--- src/rtl/instr_fetch_unit.sv ---
// Instruction fetch stage: a PC register drives the combinational ROM and a
// two-entry queue of {pc, instr} pairs feeds decode over valid/ready.
// Branch/jump redirects flush the queue and restart fetch at the target.
// Optional feature macro: IFETCH_PERF_EN adds perf_fetched/perf_flushed counters.
module instr_fetch_unit #(
  parameter int unsigned ADDRESS_WIDTH = 8,
  parameter int unsigned DATA_WIDTH    = 32,
  parameter int unsigned RESET_PC      = 0
) (
  input  logic                     clk,
  input  logic                     rst,
  output logic [ADDRESS_WIDTH-1:0] imem_addr,
  input  logic [DATA_WIDTH-1:0]    imem_data,
  output logic                     id_valid,
  output logic [DATA_WIDTH-1:0]    id_instr,
  output logic [ADDRESS_WIDTH-1:0] id_pc,
  input  logic                     id_ready,
  input  logic                     redirect_valid,
  input  logic [ADDRESS_WIDTH-1:0] redirect_pc
`ifdef IFETCH_PERF_EN
  ,
  output logic [31:0]              perf_fetched,
  output logic [31:0]              perf_flushed
`endif
);

  localparam int unsigned AW = ADDRESS_WIDTH;
  localparam int unsigned DW = DATA_WIDTH;

  logic [AW-1:0] pc;
  logic [AW-1:0] q_pc    [2];
  logic [DW-1:0] q_instr [2];
  logic          head;
  logic          tail;
  logic [1:0]    count;
  logic          pop;
  logic          push;

  // ROM address is the PC register itself, so it is frozen during a stall
  assign imem_addr = pc;

  // Handshake and queue-write decisions; a redirect suppresses the push
  always_comb begin
    pop  = id_valid & id_ready;
    push = ~redirect_valid & ((count != 2'd2) | pop);
  end

  // Head view, forced to zero when the queue is empty
  always_comb begin
    id_valid = (count != 2'd0);
    id_pc    = '0;
    id_instr = '0;
    if (count != 2'd0) begin
      id_pc    = q_pc[head];
      id_instr = q_instr[head];
    end
  end

  // PC sequencing and queue bookkeeping
  always_ff @(posedge clk) begin
    if (rst) begin
      pc    <= AW'(RESET_PC);
      count <= 2'd0;
      head  <= 1'b0;
      tail  <= 1'b0;
    end else if (redirect_valid) begin
      pc    <= {redirect_pc[AW-1:2], 2'b00};
      count <= 2'd0;
      head  <= 1'b0;
      tail  <= 1'b0;
    end else begin
      if (push) begin
        q_pc[tail]    <= pc;
        q_instr[tail] <= imem_data;
        tail          <= ~tail;
        pc            <= pc + AW'(4);
      end
      if (pop) begin
        head <= ~head;
      end
      case ({push, pop})
        2'b10:   count <= count + 2'd1;
        2'b01:   count <= count - 2'd1;
        default: count <= count;
      endcase
    end
  end

`ifdef IFETCH_PERF_EN
  // Fetch and flush event counters, free-running with natural wrap
  always_ff @(posedge clk) begin
    if (rst) begin
      perf_fetched <= '0;
      perf_flushed <= '0;
    end else begin
      if (push) begin
        perf_fetched <= perf_fetched + 32'd1;
      end
      if (redirect_valid) begin
        perf_flushed <= perf_flushed + 32'(count);
      end
    end
  end
`endif

endmodule

--- config.mk ---
export PLATFORM = sky130hd
export DESIGN_NAME = instr_fetch_unit
export DESIGN_NICKNAME = d
export VERILOG_FILES = /design/src/rtl/instr_fetch_unit.sv
export SDC_FILE = /design/constraint.sdc
export NUM_CORES = 1
export LEC_CHECK = 0
export ABC_AREA = 1
export CAP_MARGIN = 0
export CORE_UTILIZATION = 44
export DETAILED_ROUTE_END_ITERATION = 12
export PLACE_DENSITY = 0.82
export SKIP_LAST_GASP = 1
export SLEW_MARGIN = 10
export SYNTH_ARGS = -nofsm -noshare
export SYNTH_HDL_FRONTEND = slang
export SYNTH_SLANG_ARGS = --single-unit
--- constraint.sdc ---
create_clock -name clk -period 5.04 [get_ports clk]
set_input_delay 1.26 -clock clk [delete_from_list [all_inputs] [get_ports clk]]
set_output_delay 1.26 -clock clk [all_outputs]
set_load 0.01 [all_outputs]
Word-level counts from Yosys, hierarchy flattened --
Memory sizes are Yosys's and may differ from the RTL's. A register that Yosys moved wholly into a read port is not among the register bits. Index checks and enable logic that the tools add are counted.
Word-level totals: word-level logic and storage cells 36, memory bits (writable) 80, register bits 12, output and inout port bits 49, memories kept 2
Cells by class: equality and inequality tests 3, reduce and logical (&&, ||, !) cells 4, mux-type cells 13, bitwise gates (word level) 6, $add $sub $neg 3
Memories:
- q_instr | depth 2, bits a word 32, rd ports 1, clocked after Yosys merged registers in 1, wr ports 1, RTL line 32 | logic [DW-1:0] q_instr [2];
- q_pc | depth 2, bits a word 8, rd ports 1, clocked after Yosys merged registers in 1, wr ports 1, RTL line 31 | logic [AW-1:0] q_pc [2];
Operators by type and width (count):
- $mux 32 | 1
- $mux 8 | 3
- $add 8x3->8 const B | 1
- $mux 1 | 8
- $reduce_bool 2->1 | 3
- $pmux 2 s2 | 1
- $not 1->1 | 3
- $add 2x1->2 const B | 1
- $and 1x1->1 | 2
- $eq 2x1->1 const B | 1
- $eq 2x2->1 const B | 1
- $ne 2x2->1 const B | 1
- $reduce_or 2->1 | 1
- $sub 2x1->2 const B | 1
- $or 1x1->1 | 1

Logic depth before layout (Yosys ltp) --
Gate-level depths: netlist of the first run.
word-level depth 8, depth in mapped cells 7

Worst setup path after synthesis of the first run --
No wires, ideal clock.
path kind input -> register, start input port redirect_valid, end memory q_instr[0][0] (netlist bit) (enable), setup time 0.481 ns, arrival 4.288 ns, stages on the path 4, setup slack 0.271 ns, required time 4.559 ns, path buffers 1, cell sequence buf_2 > nor2_2 > inv_1 > nor3_1
On the way: word-level cells in the longest chain between the ends 6
RTL lines:
- from (decl) | RTL line 18 | input logic redirect_valid,
- $not 1->1 | RTL line 45 | push = ~redirect_valid & ((count != 2'd2) | pop);
- $and 1x1->1 | RTL line 45
- $mux 1 | RTL line 72 | if (push) begin
- $mux 1 (*) | RTL line 66 | end else if (redirect_valid) begin
- $mux 1 (*) | RTL line 61 | if (rst) begin
- $mux 1 (implied by the code) (*) | RTL line 74 | q_instr[tail] <= imem_data;
- to (decl) | RTL line 32
Every way passes the cells marked *; elsewhere a longest branch is shown, timed or not.

==> results.json, run 1 <==
{
  "cts-root-buf": "clkbuf_8",
  "grt_pass1_wl_um": 11400,
  "drc": 0,
  "setup_viol": 0,
  "post-dp-hpwl_um": 4360,
  "htree_levels": 3,
  "nets": 438,
  "p_leak_nw": 1.67,
  "skew_ns": 0.00730,
  "outcome": "complete, no violations",
  "gr-usage-met1": 0.214,
  "clock_path_buffers": 2,
  "first_pass_iters": 4,
  "cts_buffers": 9,
  "crit_arrival_ns": 2.52,
  "wirelength_um": 6960,
  "start_util": 0.458,
  "period_needed_ns": 3.78,
  "ir_drop_v": 0.000198,
  "grt_usage": 0.176,
  "slew_headroom": 0.233,
  "hold_path.class": "flop to flop",
  "grt_pass1_vias": 2379,
  "slew_viol_final": 0,
  "r2r-end": "q_instr[1][30]",
  "max_freq_ghz": 0.265,
  "cts_tree": "yes",
  "yosysWarnings": 0,
  "pin_count": 93,
  "postCtsSetupRepairBufs": 0,
  "cpMaxStageDelayCell": "clkinv_1",
  "clk_pin_slew_ns": 0.08,
  "rsz0062_at_grt": "false",
  "layout_common_cells": "nand2_1, clkdlybuf4s50_1, edfxtp_1, a21oi_1, a21oi_2",
  "crit_type": "flop to primary output",
  "vias": 2450,
  "dpl_cell_area_sq_um": 4500,
  "holdPathStages": 1,
  "end_kind": "primary output",
  "fp.dieArea_sq_um": 8500,
  "top_usage_layer": "met2",
  "drt_iter0_markers": 88,
  "grt_use_met2": 0.313,
  "synth_cell_type_count": 26,
  "finish.instance_area_sq_um": 4740,
  "r2r_start": "count[0]",
  "path_cells": "clkinv_1 -> nand2_1 -> a21oi_1 -> clkdlybuf4s50_1",
  "rows": 32,
  "crit_path_max_incr_delay_ns": 0.87,
  "syn_area_per_cell_sq_um": 11.7,
  "tightest_slew_ns": 1.14,
  "min_to": "head",
  "hold_viol": 0,
  "wl_per_cell_um": 13.9,
  "coreArea_sq_um": 7810,
  "yosysSeqAreaShare": 0.699,
  "die-width_um": 92.2,
  "tns_ns": 0,
  "diodes": 0,
  "gp_congestion": 0.835,
  "hold_ws_ns": 0.470,
  "path_buf_inv": 2,
  "ys_seq_elements": 87,
  "netlist_area_sq_um": 3580,
  "finalCritPeriodShare": 0.750,
  "rr_worst_depth": 4,
  "port_buffers": 86,
  "hold_buffers": 0,
  "cts_sinks": 87,
  "post_cts_resize_count": 0,
  "antenna_found_initial": 0,
  "syn_to_final_growth_pct": 32.3,
  "drv_cap": 0,
  "final_common_cell": "nand2_1",
  "cp_max_fo": 38,
  "powerDensity_nw_per_um2": 320,
  "overflow": 0,
  "ant_nets": 0,
  "crit_family": "buffers and inverters",
  "die_y_um": 92.2,
  "clock_latency_ns": 0.34,
  "hp-start": "head",
  "drive_gt1_frac": 0.118,
  "reg2reg_slack_ns": 3.01,
  "critPathRequiredTime_ns": 3.78,
  "via_per_inst": 4.91,
  "synthCells": 307,
  "grt_start_max_net_pins": 39,
  "gr-usage-met3": 0.0274,
  "critPathLaunchType": "flop"
}
-- flip-flops by register name, indices dropped and copies added (netlist names), named ones only --
| register | flops |
|---|---|
| q_instr | 64 |
| head | 1 |
| count | 2 |
| q_pc | 12 |
| imem_addr | 6 |
| tail | 1 |
-- worst max-delay path by stage --
stage,end,slack [ns],cells after the start
CTS,id_instr[4],1.28,4
floorplan,q_instr[0][0],0.27,4
global placement,q_instr[1][23],1.41,4
global route,id_instr[24],1.0,4
finish,id_instr[4],1.26,4
detailed placement,q_instr[1][23],1.37,4
-- worst reg2reg max path, delay by kind of cell, from the launching register on --
kind | cells | cell delay, ns
flip-flops | 1 | 0.44
buffers and inverters | 1 | 0.10
AND/OR/NAND/NOR | 3 | 1.08
-- Yosys cell counts --
| cell type | instances | share of area |
|---|---|---|
| o21ai_1 | 2 | 0.0028 |
| nor2_4 | 1 | 0.0031 |
| nand2_4 | 1 | 0.0031 |
| a31oi_1 | 1 | 0.0017 |
| inv_1 | 11 | 0.012 |
| o21ai_0 | 1 | 0.0014 |
| a21oi_1 | 27 | 0.038 |
| xnor2_1 | 1 | 0.0024 |
| buf_6 | 3 | 0.0094 |
| inv_2 | 4 | 0.0042 |
| dfxtp_1 | 11 | 0.062 |
| clkbuf_1 | 2 | 0.0021 |
| nor3_1 | 1 | 0.0014 |
| o21bai_1 | 1 | 0.0021 |
| nand4_1 | 3 | 0.0052 |
| nor2_1 | 13 | 0.014 |
| nand2_1 | 108 | 0.11 |
| edfxtp_1 | 76 | 0.64 |
| ha_1 | 1 | 0.0035 |
| nor2_2 | 1 | 0.0017 |
| nand3_1 | 4 | 0.0056 |
| a21oi_2 | 20 | 0.049 |
| nand3_4 | 1 | 0.0049 |
| buf_4 | 4 | 0.0084 |
| conb_1 | 1 | 0.0010 |
| buf_2 | 8 | 0.011 |
-- power breakdown --
part | leakage (nW) | switching, mW | internal [mW]
combinational | 0.764 | 0.0653 | 0.0686
sequential | 0.789 | 0.0127 | 0.809
clock | 0.113 | 0.233 | 0.326
-- cell families (layout without fill, tap and decap cells) --
| kind of cell | count (synthesis) | after routing | synth area share |
|---|---|---|---|
| adders and majority gates | 1 | 1 | 0.00350 |
| AOI/OAI and AO/OA | 52 | 52 | 0.0948 |
| other | 1 | 4 | 0.00105 |
| and+or+nand+nor | 133 | 133 | 0.152 |
| DFF | 87 | 87 | 0.699 |
| xor gates and xnor gates | 1 | 1 | 0.00245 |
| buffers and inverters | 32 | 119 | 0.0469 |
-- final cells by class --
| class | count | area, sq um |
|---|---|---|
| Fill cell | 651 | 3070 |
| Sequential cell | 87 | 2500 |
| Multi-Input combinational cell | 191 | 932 |
| Timing Repair Buffer | 89 | 883 |
| Tap cell | 102 | 128 |
| Clock buffer | 9 | 124 |
| Clock inverter | 6 | 110 |
| Inverter | 15 | 56.3 |
-- metrics by stage --
step / utilization / power (mW) / std cells / worst slack [ns]
final: 0.607 / 1.51 / 499 / 1.26
after global placement: 0.577 / 0.967 / 484 / 1.41
after CTS: 0.607 / 1.52 / 499 / 1.28
after floorplan: - / 0.897 / 310 / 0.271
after global routing: 0.607 / 1.57 / 499 / 0.996
after detailed placement: 0.577 / 0.973 / 484 / 1.37
-- per-layer routing --
metal  vias up  part of all wire
met4         0             0.010
met2        73              0.54
met1      1161              0.42
li1       1209                 -
met5         -                 0
met3         7             0.034
No activity file was read; power rests on OpenSTA's default activity.
==> run 2: changes to the inputs <==
--- a/config.mk
+++ b/config.mk
@@ -7,9 +7,9 @@
 export LEC_CHECK = 0
 export ABC_AREA = 1
 export CAP_MARGIN = 0
-export CORE_UTILIZATION = 44
+export CORE_UTILIZATION = 45
 export DETAILED_ROUTE_END_ITERATION = 12
-export PLACE_DENSITY = 0.82
+export PLACE_DENSITY = 0.81
 export SKIP_LAST_GASP = 1
 export SLEW_MARGIN = 10
 export SYNTH_ARGS = -nofsm -noshare
==> constraint.sdc (replaced) <==
create_clock -name clk -period 3.9 [get_ports clk]
set_input_delay 0.975 -clock clk [delete_from_list [all_inputs] [get_ports clk]]
set_output_delay 0.975 -clock clk [all_outputs]
set_load 0.01 [all_outputs]
==> run 2 against run 1 <==
  * Flip-flop and latch count unchanged
  * Critical path type unchanged
  * Die area is 2.2% lower
  * Core utilization increased by 0.55 points
  * Power is 20% higher
  * Sequential power rose by 29%
  * First-iteration DRC count up 31%
  * Via count increased by 2.2%
  * Sequential share of layout area increased by 0.070 points
  * Combinational power increased by 32%
  * Routed wire length grew 0.53%
  * Register-to-register slack lost 0.94 ns
  * Global-route usage up 0.26 points
==> results.json, run 2 (synthesized netlist as in run 1, its figures left out) <==
{
  "outcome": "complete, no violations",
  "syn_to_final_growth_pct": 32.2,
  "dpl_cell_area_sq_um": 4550,
  "rsz0062_at_grt": "false",
  "crit_arrival_ns": 2.27,
  "postCtsSetupRepairBufs": 0,
  "cts_tree": "yes",
  "critPathRequiredTime_ns": 2.92,
  "grt_start_max_net_pins": 39,
  "critPathLaunchType": "flop",
  "htree_levels": 3,
  "met1_length_um": 3050,
  "grt_pass1_wl_um": 11200,
  "coreArea_sq_um": 7730,
  "diodes": 0,
  "antenna_found_initial": 0,
  "largest_register": "q_instr",
  "rr_worst_depth": 5,
  "finish.instance_area_sq_um": 4730,
  "period_needed_ns": 3.25,
  "slew_headroom": 0.407,
  "setup_viol": 0,
  "overflow": 0,
  "p_leak_nw": 1.67,
  "tns_ns": 0,
  "finalCritPeriodShare": 0.833,
  "wl_per_cell_um": 13.9,
  "met2WireLength_um": 3590,
  "skew_ns": 0.0110,
  "tightest_slew_ns": 0.888,
  "routed.top_layer": "met4",
  "fp.dieArea_sq_um": 8310,
  "finish.utilization": 0.612,
  "drive_gt1_frac": 0.122,
  "die_y_um": 91.2,
  "final_common_cell": "nand2_1",
  "drc": 0,
  "powerDensity_nw_per_um2": 385,
  "hp-start": "head",
  "gp_congestion": 0.865,
  "hold_buffers": 0,
  "cts_buffers": 9,
  "hold_path.class": "flop to flop",
  "largest_reg_flops": 64,
  "holdPathStages": 1,
  "cts-root-buf": "clkbuf_8",
  "grt_pass1_vias": 2341,
  "max_freq_ghz": 0.308,
  "via_per_inst": 4.97,
  "slew_viol_final": 0,
  "pin_count": 93,
  "ir_drop_v": 0.000204,
  "crit_type": "flop to primary output",
  "nets": 442,
  "rows": 32,
  "hold_viol": 0,
  "cp_max_fo": 21,
  "layout_common_cells": "nand2_1, clkdlybuf4s50_1, edfxtp_1, a21oi_1, a21oi_2",
  "clock_latency_ns": 0.35,
  "post-dp-hpwl_um": 4520,
  "post_cts_resize_count": 0,
  "r2r_start": "count[0]",
  "die-width_um": 91.2,
  "ant_nets": 0,
  "drt_iter0_markers": 115,
  "first_pass_iters": 7,
  "cts_sinks": 87,
  "grt_usage": 0.178,
  "met3_length_um": 241,
  "end_kind": "primary output",
  "start_util": 0.463,
  "port_buffers": 86,
  "power.total_mw": 1.82,
  "drv_cap": 0,
  "vias": 2504,
  "wirelength_um": 7000,
  "clk_pin_slew_ns": 0.08,
  "clock_path_buffers": 2
}
-- run 2: per-layer routing --
layer	GRT usage	up-vias
met1	0.223	1192
met3	0.0276	13
met4	0.0794	0
met2	0.306	77
met5	0	-
li1	-	1222
-- run 2: critical path, stage by stage, from the launching register on --
cell,delay [ns]
dfxtp_1,0.31
inv_1,0.43
buf_4,0.37
nand2_1,0.08
a21oi_1,0.15
clkdlybuf4s50_1,0.57
-- run 2: area by class of cell --
class                      instances  area [sq um]
fill                             627          3000
sequential                        87          2500
multi-input combinational        191           938
timing repair buffer              93           926
clock buffer                      10           128
tap                              102           128
inverter                          15          56.3
clock inverter                     6          51.3
-- run 2: stage by stage --
| stage | hold WS, ns | setup WS, ns | instances |
|---|---|---|---|
| 5_1_grt | 0.534 | 0.471 | 504 |
| 6_report | 0.511 | 0.651 | 504 |
| 3_3_place_gp | 0.442 | 0.853 | 488 |
| 3_5_place_dp | 0.456 | 0.799 | 488 |
| 2_1_floorplan | 0.430 | 0.476 | 310 |
| 4_1_cts | 0.498 | 0.606 | 504 |
-- run 2: where the power goes --
group,internal (mW),leakage [nW],switching (mW)
Sequential,1.04,0.789,0.0159
Combinational,0.0918,0.788,0.0854
Clock,0.288,0.0925,0.296
Total,1.42,1.67,0.397
-- run 2: worst paths after layout --
path	end	slack, ns
setup reg to reg	q_instr[1][28]	2.07
setup / recovery	id_instr[8]	0.65
hold reg to reg	flop	0.51
hold / removal	flop	0.51
==> run 3: changes to the inputs <==
==> constraint.sdc (replaced) <==
create_clock -name clk -period 3.1 [get_ports clk]
set_input_delay 0.775 -clock clk [delete_from_list [all_inputs] [get_ports clk]]
set_output_delay 0.775 -clock clk [all_outputs]
set_load 0.01 [all_outputs]
==> run 3 against run 2 <==
  * Routed wire length fell by 4.9%
  * Count of clock-buffer cells in the layout fell by 1
  * Via count fell by 1.9%
  * Cell area rose by 0.45%
  * Register-to-register slack got worse by 0.42 ns
  * Setup slack got worse by 0.29 ns
  * Cell count fell by 0.60%
  * Critical path type unchanged
==> results.json, run 3 (synthesized netlist as in run 1, its figures left out) <==
{
  "rsz0062_at_grt": "false",
  "skew_ns": 0.00857,
  "crit_type": "flop to primary output",
  "post_cts_resize_count": 0,
  "drc": 0,
  "layout_common_cells": "nand2_1, clkdlybuf4s50_1, edfxtp_1, a21oi_1, a21oi_2",
  "die-width_um": 91.2,
  "coreArea_sq_um": 7730,
  "crit_arrival_ns": 1.96,
  "p_int_mw": 1.87,
  "syn_to_final_growth_pct": 32.8,
  "hp-start": "head",
  "path_cells": "inv_2 -> nand2_4 -> inv_4 -> a21oi_1 -> clkdlybuf4s50_1",
  "htree_levels": 3,
  "wl_per_cell_um": 13.3,
  "grt_usage": 0.170,
  "grt_start_max_net_pins": 39,
  "nets": 440,
  "diodes": 0,
  "first_pass_iters": 4,
  "setup_viol": 0,
  "r2r_start": "count[0]",
  "vias": 2456,
  "ir_drop_v": 0.000381,
  "seq_power_share": 0.567,
  "overflow": 0,
  "critPathLaunchType": "flop",
  "clock_path_buffers": 2,
  "swShare": 0.206,
  "port_buffers": 86,
  "post-dp-hpwl_um": 4170,
  "antenna_found_initial": 0,
  "cp_max_fo": 38,
  "crit_path_max_incr_delay_ns": 0.56,
  "critPathRequiredTime_ns": 2.32,
  "cts_tree": "yes",
  "grt_pass1_vias": 2395,
  "slew_headroom": 0.650,
  "dpl_cell_area_sq_um": 4550,
  "largest_reg_flops": 64,
  "wirelength_um": 6650,
  "pin_count": 93,
  "hold_viol": 0,
  "fp.dieArea_sq_um": 8310,
  "outcome": "complete, no violations",
  "drv_cap": 0,
  "die_y_um": 91.2,
  "cts_sinks": 87,
  "hold_path.class": "flop to flop",
  "finish.instance_area_sq_um": 4750,
  "startpoint": "count[0]",
  "tightest_slew_ns": 0.525,
  "crit_family": "buffers and inverters",
  "via_per_inst": 4.90,
  "finalCritPeriodShare": 0.884,
  "tns_ns": 0,
  "final_common_cell": "nand2_1",
  "grt_pass1_wl_um": 10900,
  "cts_buffers": 9,
  "hold_ws_ns": 0.470,
  "cpMaxStageDelayCell": "clkdlybuf4s50_1",
  "end_kind": "primary output",
  "clk_pin_slew_ns": 0.07,
  "postCtsSetupRepairBufs": 0,
  "p_leak_nw": 1.67,
  "p_sw_mw": 0.484,
  "ant_nets": 0,
  "hold_buffers": 0,
  "drive_gt1_frac": 0.118,
  "powerDensity_nw_per_um2": 495,
  "largest_register": "q_instr",
  "cts-root-buf": "clkbuf_8",
  "clock_latency_ns": 0.34,
  "max_freq_ghz": 0.365,
  "clockPowerShare": 0.339,
  "period_needed_ns": 2.74,
  "gp_congestion": 0.846,
  "path_buf_inv": 3,
  "drt_iter0_markers": 82,
  "start_util": 0.463,
  "combPwrFrac": 0.094,
  "slew_viol_final": 0,
  "rows": 32
}
==> run 3: cell types whose count changed in the layout (fill, tap and decap cells not counted) <==
cell / before / now
inv_2: 4 / 3
inv_4: 0 / 1
buf_12: 1 / 2
buf_4: 6 / 3
bufinv_16: 1 / 2
clkinv_2: 2 / 1
clkbuf_1: 1 / 0
==> run 3: worst paths after layout <==
kind | slack [ns] | depth (start not counted) | endpoint
min | 0.47 | 1 | head
max | 0.36 | 5 | id_instr[31]
min reg2reg | 0.47 | 1 | head
max reg2reg | 1.65 | 5 | q_instr[1][30]
==> run 3: through the flow <==
step                      cells  power [mW]  setup WS [ns]  utilization
after floorplan             310        1.46          0.480            -
after global placement      486        1.58          0.479        0.589
after detailed placement    486        1.58          0.434        0.589
after CTS                   501        2.38         0.0568        0.614
after global routing        501        2.45          0.225        0.615
final                       501        2.35          0.361        0.615
==> run 3: layer usage <==
| layer | GRT usage | share of wire |
|---|---|---|
| met1 | 0.189 | 0.42 |
| met2 | 0.309 | 0.52 |
| met4 | 0.0701 | 0.016 |
| met3 | 0.0427 | 0.048 |
| met5 | 0 | 0 |
==> run 3: cell type report <==
class / count / area, sq um
Inverter: 15 / 58.8
Sequential cell: 87 / 2500
Multi-Input combinational cell: 191 / 938
Clock buffer: 9 / 124
Tap cell: 102 / 128
Timing Repair Buffer: 91 / 923
Fill cell: 600 / 2980
Clock inverter: 6 / 76.3
==> run 3: power groups by stage <==
stage	Combinational [mW]	Sequential [mW]	Clock (mW)
final	0.221	1.33	0.798
after floorplan	0.0993	1.36	0
after global placement	0.218	1.36	0
after CTS	0.225	1.33	0.818
after detailed placement	0.223	1.36	0
after global routing	0.241	1.34	0.872
==> RTL edit: new RTL, settings of run 3 <==
The option `IFETCH_PERF_EN` is turned on by a define.
--- a/src/rtl/instr_fetch_unit.sv
+++ b/src/rtl/instr_fetch_unit.sv
@@ -2,6 +2,8 @@
 // two-entry queue of {pc, instr} pairs feeds decode over valid/ready.
 // Branch/jump redirects flush the queue and restart fetch at the target.
 // Optional feature macro: IFETCH_PERF_EN adds perf_fetched/perf_flushed counters.
+`define IFETCH_PERF_EN
+
 module instr_fetch_unit #(
   parameter int unsigned ADDRESS_WIDTH = 8,
   parameter int unsigned DATA_WIDTH    = 32,
Check against the original RTL (old outputs only; new: perf_fetched and perf_flushed): equivalent (Yosys induction, for registers that start in step).
==> RTL edit against run 3 <==
  * Non-clock buffer count increased by 67
  * Routed wire length increased to 2.5 times the old value
  * Setup slack got worse by 0.085 ns
  * Critical path depth decreased by 1
  * First-iteration DRC count increased to 4.6 times the old value
  * Area after synthesis increased by 94%
  * Sequential cell count increased by 64
  * Cell count increased by 140%
  * Critical path type unchanged
  * Cell area increased by 94%
  * Total power increased by 86%
==> RTL edit: results (changes against run 3) <==
- The compound-gate portion of the synthesized area is 7.81% (was 9.48%).
- Outcome: finished, final reports clean (unchanged).
- The number of distinct library cell variants in the gate-level netlist after synthesis came to 38 (was 26).
* Number of buffers added by the clock tree synthesis step: 17 (was 9)
- Cell Count Post-Placement: 1,164 (was 486)
* Static Leakage: 3.48 nW (was 1.67 nW)
- Tot GR Track Use: 21.8% (was 17.0%)
- The start point of the worst hold path is perf_fetched[3]$_SDFFE_PP0P_ (was head$_SDFFE_PP0P_).
- Via density per instance: 5.04 (was 4.90)
- I/O Buffers: 150 (was 86)
- Total length of routed met3 wires: 1250 um (was 318 um)
- The count of clock buffers in the final design was 24 (was 9).
* Combinational Power: 0.297 mW (was 0.221 mW)
- The met1 usage is 25.9% (was 18.9%).
- Worst IR drop on VDD: 312 uV (was 381 uV)
* Sequential cell area: 0.00378 mm^2 (was 0.00250 mm^2)
- Hold endpoint: perf_fetched[3]$_SDFFE_PP0P_ (was head$_SDFFE_PP0P_)
- The met3 layer usage reported by global route came to 6.24% (was 4.27%).
- Cell Rows: 45 (was 32)
- Final total power: 4.38 mW (was 2.35 mW)
- Total wire length: 16,700 um (was 6650 um)
* Clock root buffer: sky130_fd_sc_hd__clkbuf_16 (was sky130_fd_sc_hd__clkbuf_8)
* Cell area after placement: 0.00867 mm^2 (was 0.00455 mm^2)
- Worst hold slack across all endpoints: 0.495 ns (was 0.470 ns)
- Worst reg2reg endpoint: perf_flushed[24]$_SDFFE_PP0P_ (was q_instr[1][30]$_DFFE_PP_)
- The portion of the layout cell area used by clock cells is 5.98% (was 4.21%).
- The placer congestion estimate was 0.876 (was 0.846).
* Met2 wire len: 8110 um (was 3460 um)
* Crit path largest cell delay: 0.58 ns (was 0.56 ns)
- Commonest cells post-synth: sky130_fd_sc_hd__nand2_1 (222), sky130_fd_sc_hd__nor2_1 (124), sky130_fd_sc_hd__inv_1 (97), sky130_fd_sc_hd__edfxtp_1 (76), sky130_fd_sc_hd__dfxtp_1 (75) (was sky130_fd_sc_hd__nand2_1 (108), sky130_fd_sc_hd__edfxtp_1 (76), sky130_fd_sc_hd__a21oi_1 (27), sky130_fd_sc_hd__a21oi_2 (20), sky130_fd_sc_hd__nor2_1 (13)).
- DP Wirelength: 11,500 um (was 4170 um)
RTL edit: cell count changes in the layout (fill, tap and decap cells not counted), moves of 7 or more:
cell / before / now
sky130_fd_sc_hd__nand4_1: 3 / 21
sky130_fd_sc_hd__dfxtp_1: 11 / 75
sky130_fd_sc_hd__xor2_1: 0 / 7
sky130_fd_sc_hd__nor2_1: 12 / 122
sky130_fd_sc_hd__nand2_1: 108 / 222
sky130_fd_sc_hd__a21oi_1: 27 / 65
sky130_fd_sc_hd__nor3_1: 0 / 9
sky130_fd_sc_hd__nand3_1: 4 / 42
sky130_fd_sc_hd__clkbuf_16: 0 / 18
sky130_fd_sc_hd__inv_1: 11 / 97
sky130_fd_sc_hd__a21oi_2: 20 / 0
sky130_fd_sc_hd__clkdlybuf4s50_1: 86 / 150
sky130_fd_sc_hd__o21ai_0: 1 / 20
